===== config.mk =====
export PLATFORM = sky130hd
export DESIGN_NAME = tx_fifo_wr_ingress
export DESIGN_NICKNAME = d
export VERILOG_FILES = /design/src/rtl/tx_fifo_wr_ingress.sv
export SDC_FILE = /design/constraint.sdc
export NUM_CORES = 1
export LEC_CHECK = 0
export ABC_CLOCK_PERIOD_IN_PS = 2100
export CAP_MARGIN = 20
export CORE_AREA = 2 2 101 54
export CTS_CLUSTER_SIZE = 10
export DETAILED_ROUTE_END_ITERATION = 8
export DIE_AREA = 0 0 103 56
export HOLD_SLACK_MARGIN = 0.12
export PLACE_DENSITY = 0.76
export SLEW_MARGIN = 5
export SYNTH_ARGS = -nofsm -noshare
export SYNTH_HDL_FRONTEND = slang
export SYNTH_SLANG_ARGS = --single-unit

===== constraint.sdc =====
create_clock -name i_wclk -period 2.1 [get_ports i_wclk]
set_input_delay 0.42 -clock i_wclk [delete_from_list [all_inputs] [get_ports i_wclk]]
set_output_delay 0.42 -clock i_wclk [all_outputs]
set_load 0.05 [all_outputs]

===== src/rtl/tx_fifo_wr_ingress.sv =====
// -----------------------------------------------------------------------------
// tx_fifo_wr_ingress
//
// Write-side ingress stage for the TX async FIFO (write clock domain).
// It accepts a valid/ready packet stream, holds it in a 2-entry skid buffer,
// and drives the FIFO controller's push request and the dual-port RAM write
// port. Whether a packet is admitted is decided only at the packet start,
// based on the controller's almost-full flag. The block also keeps saturating
// packet and drop statistics.
//
// Optional feature (compile-time macro):
//   TX_INGRESS_DROP_ON_AFULL_EN
//     Defined   - a packet that starts while almost-full is asserted is
//                 discarded at 1 word/cycle and counted in o_drop_cnt.
//     Undefined - such a packet waits until almost-full clears.
//                 o_drop_cnt is tied to 0.
//
// Ports:
//   i_wclk, i_wrst_n     write clock; asynchronous active-low reset
//   i_s_valid/o_s_ready  upstream handshake (o_s_ready is registered)
//   i_s_data, i_s_last   upstream word and end-of-packet marker
//   o_push               push request to the FIFO controller
//   i_wren, i_wptr       controller push-accept and write address
//   i_afull              controller almost-full flag
//   o_ram_we/waddr/wdata RAM write port; wdata = {last, data}
//   o_pkt_cnt            packets fully written (saturating)
//   o_drop_cnt           packets discarded (saturating, feature only)
// -----------------------------------------------------------------------------
module tx_fifo_wr_ingress #(
  parameter int unsigned DATA_WIDTH = 8,
  parameter int unsigned PTR_WIDTH  = 10,
  parameter int unsigned CNT_WIDTH  = 16
) (
  input  logic                  i_wclk,
  input  logic                  i_wrst_n,
  input  logic                  i_s_valid,
  output logic                  o_s_ready,
  input  logic [DATA_WIDTH-1:0] i_s_data,
  input  logic                  i_s_last,
  output logic                  o_push,
  input  logic                  i_wren,
  input  logic [PTR_WIDTH-1:0]  i_wptr,
  input  logic                  i_afull,
  output logic                  o_ram_we,
  output logic [PTR_WIDTH-1:0]  o_ram_waddr,
  output logic [DATA_WIDTH:0]   o_ram_wdata,
  output logic [CNT_WIDTH-1:0]  o_pkt_cnt,
  output logic [CNT_WIDTH-1:0]  o_drop_cnt
);

  localparam int unsigned WORD_W = DATA_WIDTH + 1;

`ifdef TX_INGRESS_DROP_ON_AFULL_EN
  typedef enum logic [1:0] {
    ST_IDLE = 2'd0,
    ST_WAIT = 2'd1,
    ST_PASS = 2'd2,
    ST_DROP = 2'd3
  } state_t;
`else
  typedef enum logic [1:0] {
    ST_IDLE = 2'd0,
    ST_WAIT = 2'd1,
    ST_PASS = 2'd2
  } state_t;
`endif

  // Skid buffer: head_q is the output stage; tail_q is used only when both
  // entries are occupied.
  logic [WORD_W-1:0]    head_q, tail_q, head_nxt, tail_nxt;
  logic [1:0]           occ_q, occ_nxt;
  logic                 ready_q, ready_nxt;
  logic                 push_q, push_nxt;
  state_t               state_q, state_nxt;
  logic [CNT_WIDTH-1:0] pkt_cnt_q;

  logic                 accept;
  logic                 head_last;
  logic                 pop_wr;
  logic                 pop_drop;
  logic                 pop;
  logic                 boundary;
  logic [WORD_W-1:0]    in_word;

  always_comb begin
    in_word   = {i_s_last, i_s_data};
    accept    = i_s_valid & ready_q;
    head_last = head_q[DATA_WIDTH];
    // push_q already implies PASS with a valid head, so i_wren pops exactly
    // the word that the RAM is writing.
    pop_wr    = push_q & i_wren;
`ifdef TX_INGRESS_DROP_ON_AFULL_EN
    pop_drop  = (state_q == ST_DROP) & (occ_q != 2'd0);
`else
    pop_drop  = 1'b0;
`endif
    pop       = pop_wr | pop_drop;

    head_nxt = head_q;
    tail_nxt = tail_q;
    occ_nxt  = occ_q;
    case ({accept, pop})
      2'b10: begin
        if (occ_q == 2'd0) head_nxt = in_word;
        else               tail_nxt = in_word;
        occ_nxt = occ_q + 2'd1;
      end
      2'b01: begin
        head_nxt = tail_q;
        occ_nxt  = occ_q - 2'd1;
      end
      2'b11: begin
        // Accept and pop together: occupancy is unchanged, the queue shifts.
        if (occ_q == 2'd1) begin
          head_nxt = in_word;
        end else begin
          head_nxt = tail_q;
          tail_nxt = in_word;
        end
      end
      default: ;
    endcase

    ready_nxt = (occ_nxt != 2'd2);

    // The admission decision looks at the head that will be present after
    // this edge. That lets a word arriving in IDLE, or a word that follows a
    // popped last word, start pushing on the very next cycle.
    boundary  = (state_q == ST_IDLE) | (state_q == ST_WAIT) | (pop & head_last);
    state_nxt = state_q;
    if (boundary) begin
      if (occ_nxt == 2'd0) begin
        state_nxt = ST_IDLE;
      end else if (!i_afull) begin
        state_nxt = ST_PASS;
      end else begin
`ifdef TX_INGRESS_DROP_ON_AFULL_EN
        state_nxt = ST_DROP;
`else
        state_nxt = ST_WAIT;
`endif
      end
    end
    push_nxt = (state_nxt == ST_PASS) & (occ_nxt != 2'd0);
  end

  // Control FSM with registered push and ready outputs.
  always_ff @(posedge i_wclk or negedge i_wrst_n) begin
    if (!i_wrst_n) begin
      state_q <= ST_IDLE;
      push_q  <= 1'b0;
      ready_q <= 1'b0;
      occ_q   <= 2'd0;
    end else begin
      state_q <= state_nxt;
      push_q  <= push_nxt;
      ready_q <= ready_nxt;
      occ_q   <= occ_nxt;
    end
  end

  always_ff @(posedge i_wclk or negedge i_wrst_n) begin
    if (!i_wrst_n) begin
      head_q <= '0;
      tail_q <= '0;
    end else begin
      head_q <= head_nxt;
      tail_q <= tail_nxt;
    end
  end

  always_ff @(posedge i_wclk or negedge i_wrst_n) begin
    if (!i_wrst_n) begin
      pkt_cnt_q <= '0;
    end else if (pop_wr && head_last && (pkt_cnt_q != '1)) begin
      pkt_cnt_q <= pkt_cnt_q + CNT_WIDTH'(1);
    end
  end

`ifdef TX_INGRESS_DROP_ON_AFULL_EN
  logic [CNT_WIDTH-1:0] drop_cnt_q;

  always_ff @(posedge i_wclk or negedge i_wrst_n) begin
    if (!i_wrst_n) begin
      drop_cnt_q <= '0;
    end else if (pop_drop && head_last && (drop_cnt_q != '1)) begin
      drop_cnt_q <= drop_cnt_q + CNT_WIDTH'(1);
    end
  end

  assign o_drop_cnt = drop_cnt_q;
`else
  assign o_drop_cnt = '0;
`endif

  assign o_s_ready   = ready_q;
  assign o_push      = push_q;
  assign o_ram_we    = i_wren;
  assign o_ram_waddr = i_wptr;
  assign o_ram_wdata = head_q;
  assign o_pkt_cnt   = pkt_cnt_q;

endmodule


==> results_dict.tcl, run 1 <==
set metrics [dict create \
    cts_setup_buffers 0 \
    pwr-share-comb 0.461 \
    required_ns 1.68 \
    path_buf_inv 1 \
    clk_latency_ns 0.30 \
    cp_cell_sequence "clkdlybuf4s50_1" \
    fmax_mhz 489.7 \
    postCtsHoldBufs 0 \
    synthFlopType "dfrtp_1" \
    pin_count 78 \
    place_congestion 0.7766 \
    grt_busiest_layer "met2" \
    drt-initial-drc-count 74 \
    rr_startpoint "o_push$_DFF_PN0_" \
    critPathKind "reg -> out" \
    yosys_warnings 0 \
    root_buffer "clkbuf_8" \
    fp.dieW_um 103 \
    pwr-share-clk 0.189 \
    fin_crit_ns 2.042 \
    skew_ns 0.006007 \
    seq_power_share 0.350 \
    report.final.slew_viol_count 0 \
    reg2reg_depth 5 \
    synth_cells 212 \
    intPower_mw 1.980 \
    fp.dieH_um 56 \
    crit_path_end_kind "primary output" \
    leakagePower_nw 1.183 \
    status "finished clean" \
    setup_viol 0 \
    finalPower_mw 3.439 \
    grtUsageMet1 0.2130 \
    ys_async_sr_fraction 1.000 \
    r2r_setup_slack_ns 0.29 \
    cts_resized 0 \
    p_per_area_mw_per_mm2 1266 \
    cp_top_family "buffers and inverters" \
    wire_per_inst_um 13.63 \
    critPathLaunchType "flip-flop" \
    cts_made_buffers 5 \
    grt_max_degree 41 \
    grt_pass1_wl_um 7734 \
    grtUsageMet2 0.2848 \
    synth_edf_count 0 \
    port_buffers 41 \
    nFillCells 394 \
    dieArea_mm2 0.005768 \
    cp_slowest_stage_delay_ns 0.85 \
    critPathMaxFanout 5 \
    grtUsageMet3 0.03894 \
    finalHoldViolations 0 \
    drcViolationCount 0 \
    drtPass1Iterations 4 \
    fin_ws_ns 0.05811 \
    netlist_area_mm2 0.002160 \
    drv_cap 0 \
    postRouteWirelength_um 4511 \
    gr-total-overflow 0 \
    rows 18 \
    worst_pin_slew_ns 0.5199 \
    crit_arrival_ns 1.62 \
    cpMaxStageDelayCell "clkdlybuf4s50_1" \
    r2r-end "tail_q[1]$_DFFE_PN0P_" \
    avgSynthCellArea_um2 10.19 \
    seqCellArea_mm2 0.001001 \
    track_usage 0.1707 \
    start_util 0.4481 \
    cts_buffer_depth 2 \
    power.switching_mw 1.458 \
    antenna_found_initial 0 \
    final_cell_mix "dfrtp_1 (40), clkdlybuf4s50_1 (34), buf_4 (20)" \
    final_common_cell "dfrtp_1" \
    clk_pin_slew_ns 0.08 \
    rsz0062_at_grt "false" \
    ir_drop_mv 0.8959 \
    num_antenna_cells 0 \
    slew_headroom 0.6523 \
    post-route-period-util 0.9723 \
    coreArea_mm2 0.004820 \
    whs_ns 0.1545 \
    htree_levels 2 \
    synth-seq-cells 40 \
    path_depth 1 \
    post-place-ws_ns -0.1618 \
    grt_pass1_vias 1703 \
    yosysUniqueCellTypes 39 \
    hp-class "in -> async" \
    nets 292 \
    clock_sinks 40 \
    syn2layout_area_growth_pct 25.78 \
    multi_input_area_um2 963.4 \
    place_hpwl_um 3251 \
    setup_tns_ns 0 \
    via_per_inst 5.030 \
    cts_tree "built" \
    drive_gt1_frac 0.1877 \
    vias 1665 \
    drt.antenna.violating_nets 0 \
    seq_area_frac_synth 0.4635 \
    swShare 0.4241 \
]
[flip-flops by register name, indices dropped and copies added (netlist names)]
| signal | cells |
|---|---|
| o_push | 1 |
| o_ram_wdata | 9 |
| o_s_ready | 1 |
| o_pkt_cnt | 16 |
| occ_q | 2 |
| tail_q | 9 |
| state_q | 2 |
[metal layers]
layer / share of wire / wire (µm)
met5: 0 / 0
met2: 0.51 / 2309
met3: 0.046 / 206
met1: 0.42 / 1898
met4: 0.022 / 97
[synthesized netlist by cell type, drive strengths merged (4+ instances only)]
library cell | number | area, µm²
a21oi | 16 | 80.08
a22oi | 9 | 67.56
buf | 28 | 207.7
dfrtp | 40 | 1001
ha | 8 | 100.1
inv | 9 | 33.78
mux2 | 10 | 116.4
nand2 | 15 | 56.30
nand3 | 13 | 75.07
nand4 | 5 | 46.29
nor2 | 19 | 71.32
nor3 | 5 | 30.03
o21ai | 4 | 20.02
xnor2 | 7 | 61.31
[power groups by stage]
stage | sequential (mW) | clock (mW) | combinational [mW]
CTS | 1.20 | 0.659 | 1.60
global route | 1.24 | 0.691 | 1.71
floorplan | 1.66 | 0 | 0.659
global placement | 1.20 | 0 | 1.54
finish | 1.20 | 0.650 | 1.59
detailed placement | 1.22 | 0 | 1.58
[per-stage QoR]
step / instance area [µm²] / utilization / std cells
2_1_floorplan: 2216 / - / 227
3_3_place_gp: 2601 / 0.5397 / 323
3_5_place_dp: 2601 / 0.5397 / 323
4_1_cts: 2716 / 0.5636 / 331
5_1_grt: 2716 / 0.5636 / 331
6_report: 2716 / 0.5636 / 331
[how the worst max path moves through the flow]
stage,from,endpoint,slack (ns)
global route,o_pkt_cnt[12]$_DFFE_PN0P_,o_pkt_cnt[12],0.02
floorplan,o_push$_DFF_PN0_,state_q[0]$_DFF_PN0_,0.05
global placement,i_wren,tail_q[3]$_DFFE_PN0P_,-0.09
detailed placement,i_wren,tail_q[0]$_DFFE_PN0P_,-0.16
finish,o_pkt_cnt[12]$_DFFE_PN0P_,o_pkt_cnt[12],0.06
CTS,o_pkt_cnt[12]$_DFFE_PN0P_,o_pkt_cnt[12],0.05
[cells by family (layout without fill, tap and decap cells)]
logic type | count (synthesis) | count (layout) | synth area share
AND/OR/NAND/NOR | 67 | 67 | 0.1663
flip-flops | 40 | 40 | 0.4635
buffers and inverters | 39 | 73 | 0.1164
AO/OA/AOI/OAI | 37 | 37 | 0.1101
multiplexers | 12 | 12 | 0.06315
adder cells (fa/ha/maj) | 8 | 8 | 0.04635
XOR/XNOR | 8 | 8 | 0.03245
other | 1 | 16 | 0.001736
[area by class of cell]
| type | count | share of cell area |
|---|---|---|
| clock buffer | 5 | 0.02533 |
| clock inverter | 3 | 0.01704 |
| multi-input combinational | 148 | 0.3547 |
| sequential | 40 | 0.3685 |
| timing repair buffer | 56 | 0.1898 |
| tap | 70 | 0.03224 |
| inverter | 9 | 0.01244 |
(Power assumes the default switching activity.)
==> run 2: changes to the inputs <==
--- a/config.mk
+++ b/config.mk
@@ -5,7 +5,6 @@
 export SDC_FILE = /design/constraint.sdc
 export NUM_CORES = 1
 export LEC_CHECK = 0
-export ABC_CLOCK_PERIOD_IN_PS = 2100
 export CAP_MARGIN = 20
 export CORE_AREA = 2 2 101 54
 export CTS_CLUSTER_SIZE = 10
@@ -13,6 +12,7 @@
 export DIE_AREA = 0 0 103 56
 export HOLD_SLACK_MARGIN = 0.12
 export PLACE_DENSITY = 0.76
+export RECOVER_POWER = 50
 export SLEW_MARGIN = 5
 export SYNTH_ARGS = -nofsm -noshare
 export SYNTH_HDL_FRONTEND = slang
==> results_dict.tcl, run 2 (synthesized netlist as in run 1, its figures left out) <==
set metrics [dict create \
    setup_viol 0 \
    path_buf_inv 1 \
    postCtsHoldBufs 0 \
    port_buffers 41 \
    pin_count 78 \
    multi_input_area_um2 958.4 \
    drt-initial-drc-count 75 \
    syn2layout_area_growth_pct 24.04 \
    cpMaxStageDelayCell "clkdlybuf4s50_1" \
    fp.dieH_um 56 \
    fin_crit_ns 2.040 \
    slew_headroom 0.3420 \
    cts_made_buffers 5 \
    drcViolationCount 0 \
    cts_buffer_depth 2 \
    nFillCells 404 \
    clk_pin_slew_ns 0.09 \
    p_per_area_mw_per_mm2 1283 \
    intPower_mw 1.975 \
    grtUsageMet3 0.03894 \
    htree_levels 2 \
    track_usage 0.1707 \
    num_antenna_cells 0 \
    critPathLaunchType "flip-flop" \
    final_common_cell "dfrtp_1" \
    via_per_inst 5.094 \
    cp_slowest_stage_delay_ns 0.85 \
    pwr-share-clk 0.190 \
    fmax_mhz 490.1 \
    rr_startpoint "o_push$_DFF_PN0_" \
    crit_arrival_ns 1.62 \
    critPathKind "reg -> out" \
    wire_per_inst_um 13.72 \
    gr-total-overflow 0 \
    start_util 0.4481 \
    pwr-share-comb 0.461 \
    dp.cells 323 \
    setup_tns_ns 0 \
    grtUsageMet1 0.2130 \
    required_ns 1.68 \
    largest_reg_flops 16 \
    status "finished clean" \
    drv_cap 0 \
    cts_tree "built" \
    dieArea_mm2 0.005768 \
    grt_pass1_wl_um 7734 \
    root_buffer "clkbuf_8" \
    layout.cells.non_filler 331 \
    cts_setup_buffers 0 \
    finalHoldViolations 0 \
    worst_pin_slew_ns 0.9870 \
    grt_pass1_vias 1703 \
    coreArea_mm2 0.004820 \
    nets 292 \
    power.switching_mw 1.462 \
    grt_busiest_layer "met2" \
    rows 18 \
    drive_gt1_frac 0.1533 \
    rsz0062_at_grt "false" \
    drtPass1Iterations 4 \
    final_cell_mix "dfrtp_1 (40), clkdlybuf4s50_1 (34), nor2_1 (19)" \
    fp.dieW_um 103 \
    seqCellArea_mm2 0.001001 \
    cp-startpoint "o_pkt_cnt[12]$_DFFE_PN0P_" \
    critPathMaxFanout 5 \
    crit_path_end_kind "primary output" \
    grt_max_degree 41 \
    report.final.slew_viol_count 0 \
    antenna_found_initial 0 \
    seq_power_share 0.350 \
    place_hpwl_um 3251 \
    vias 1686 \
    postRouteWirelength_um 4542 \
    hp-class "in -> async" \
    clk_latency_ns 0.30 \
    cp_top_family "buffers and inverters" \
    post-route-period-util 0.9716 \
    drt.antenna.violating_nets 0 \
    skew_ns 0.009584 \
    ir_drop_mv 0.8909 \
    clock_sinks 40 \
    grtUsageMet2 0.2848 \
    cts_resized 0 \
    r2r_setup_slack_ns 0.30 \
    leakagePower_nw 1.149 \
    place_congestion 0.7766 \
    swShare 0.4253 \
    cp_cell_sequence "clkdlybuf4s50_1" \
]
## run 2: layout make-up
class / instances / share of cell area
flip-flops and latches: 40 / 0.3737
multi-input cells: 148 / 0.3578
well taps: 70 / 0.03269
clock inverters: 3 / 0.01728
clock buffers: 5 / 0.02569
repair buffers: 56 / 0.1803
inverters: 9 / 0.01261
## run 2: final timing paths
path | to | cells past startpoint
hold / removal | o_ram_wdata[8]$_DFFE_PN0P_ | 2
setup reg to reg | tail_q[1]$_DFFE_PN0P_ | 5
hold reg to reg | tail_q[6]$_DFFE_PN0P_ | 1
setup / recovery | o_pkt_cnt[12] | 1
min in group i_wclk | tail_q[6]$_DFFE_PN0P_ | 1
max in group asynchronous | o_pkt_cnt[0]$_DFFE_PN0P_ | 2
## run 2: layer usage
metal / vias to the layer above / routed length, µm
li1: 791 / -
met1: 814 / 1930
met2: 66 / 2290
met3: 15 / 219
met4: 0 / 102
met5: - / 0
## run 2: through the flow
step	setup WS, ns	power, mW	util	instance area [µm²]	hold slack [ns]
global route	0.01620	3.629	0.5558	2679	0.4460
floorplan	0.05227	2.315	-	2216	0.1244
global placement	-0.08771	2.739	0.5397	2601	0.4856
detailed placement	-0.1618	2.800	0.5397	2601	0.4981
CTS	0.05201	3.458	0.5636	2716	0.1829
finish	0.05961	3.437	0.5558	2679	0.3532
## run 2: power groups by stage
stage	Clock, mW	Combinational, mW	Sequential [mW]
detailed placement	0	1.58	1.22
CTS	0.659	1.60	1.20
global route	0.691	1.70	1.23
global placement	0	1.54	1.20
finish	0.651	1.58	1.20
floorplan	0	0.659	1.66
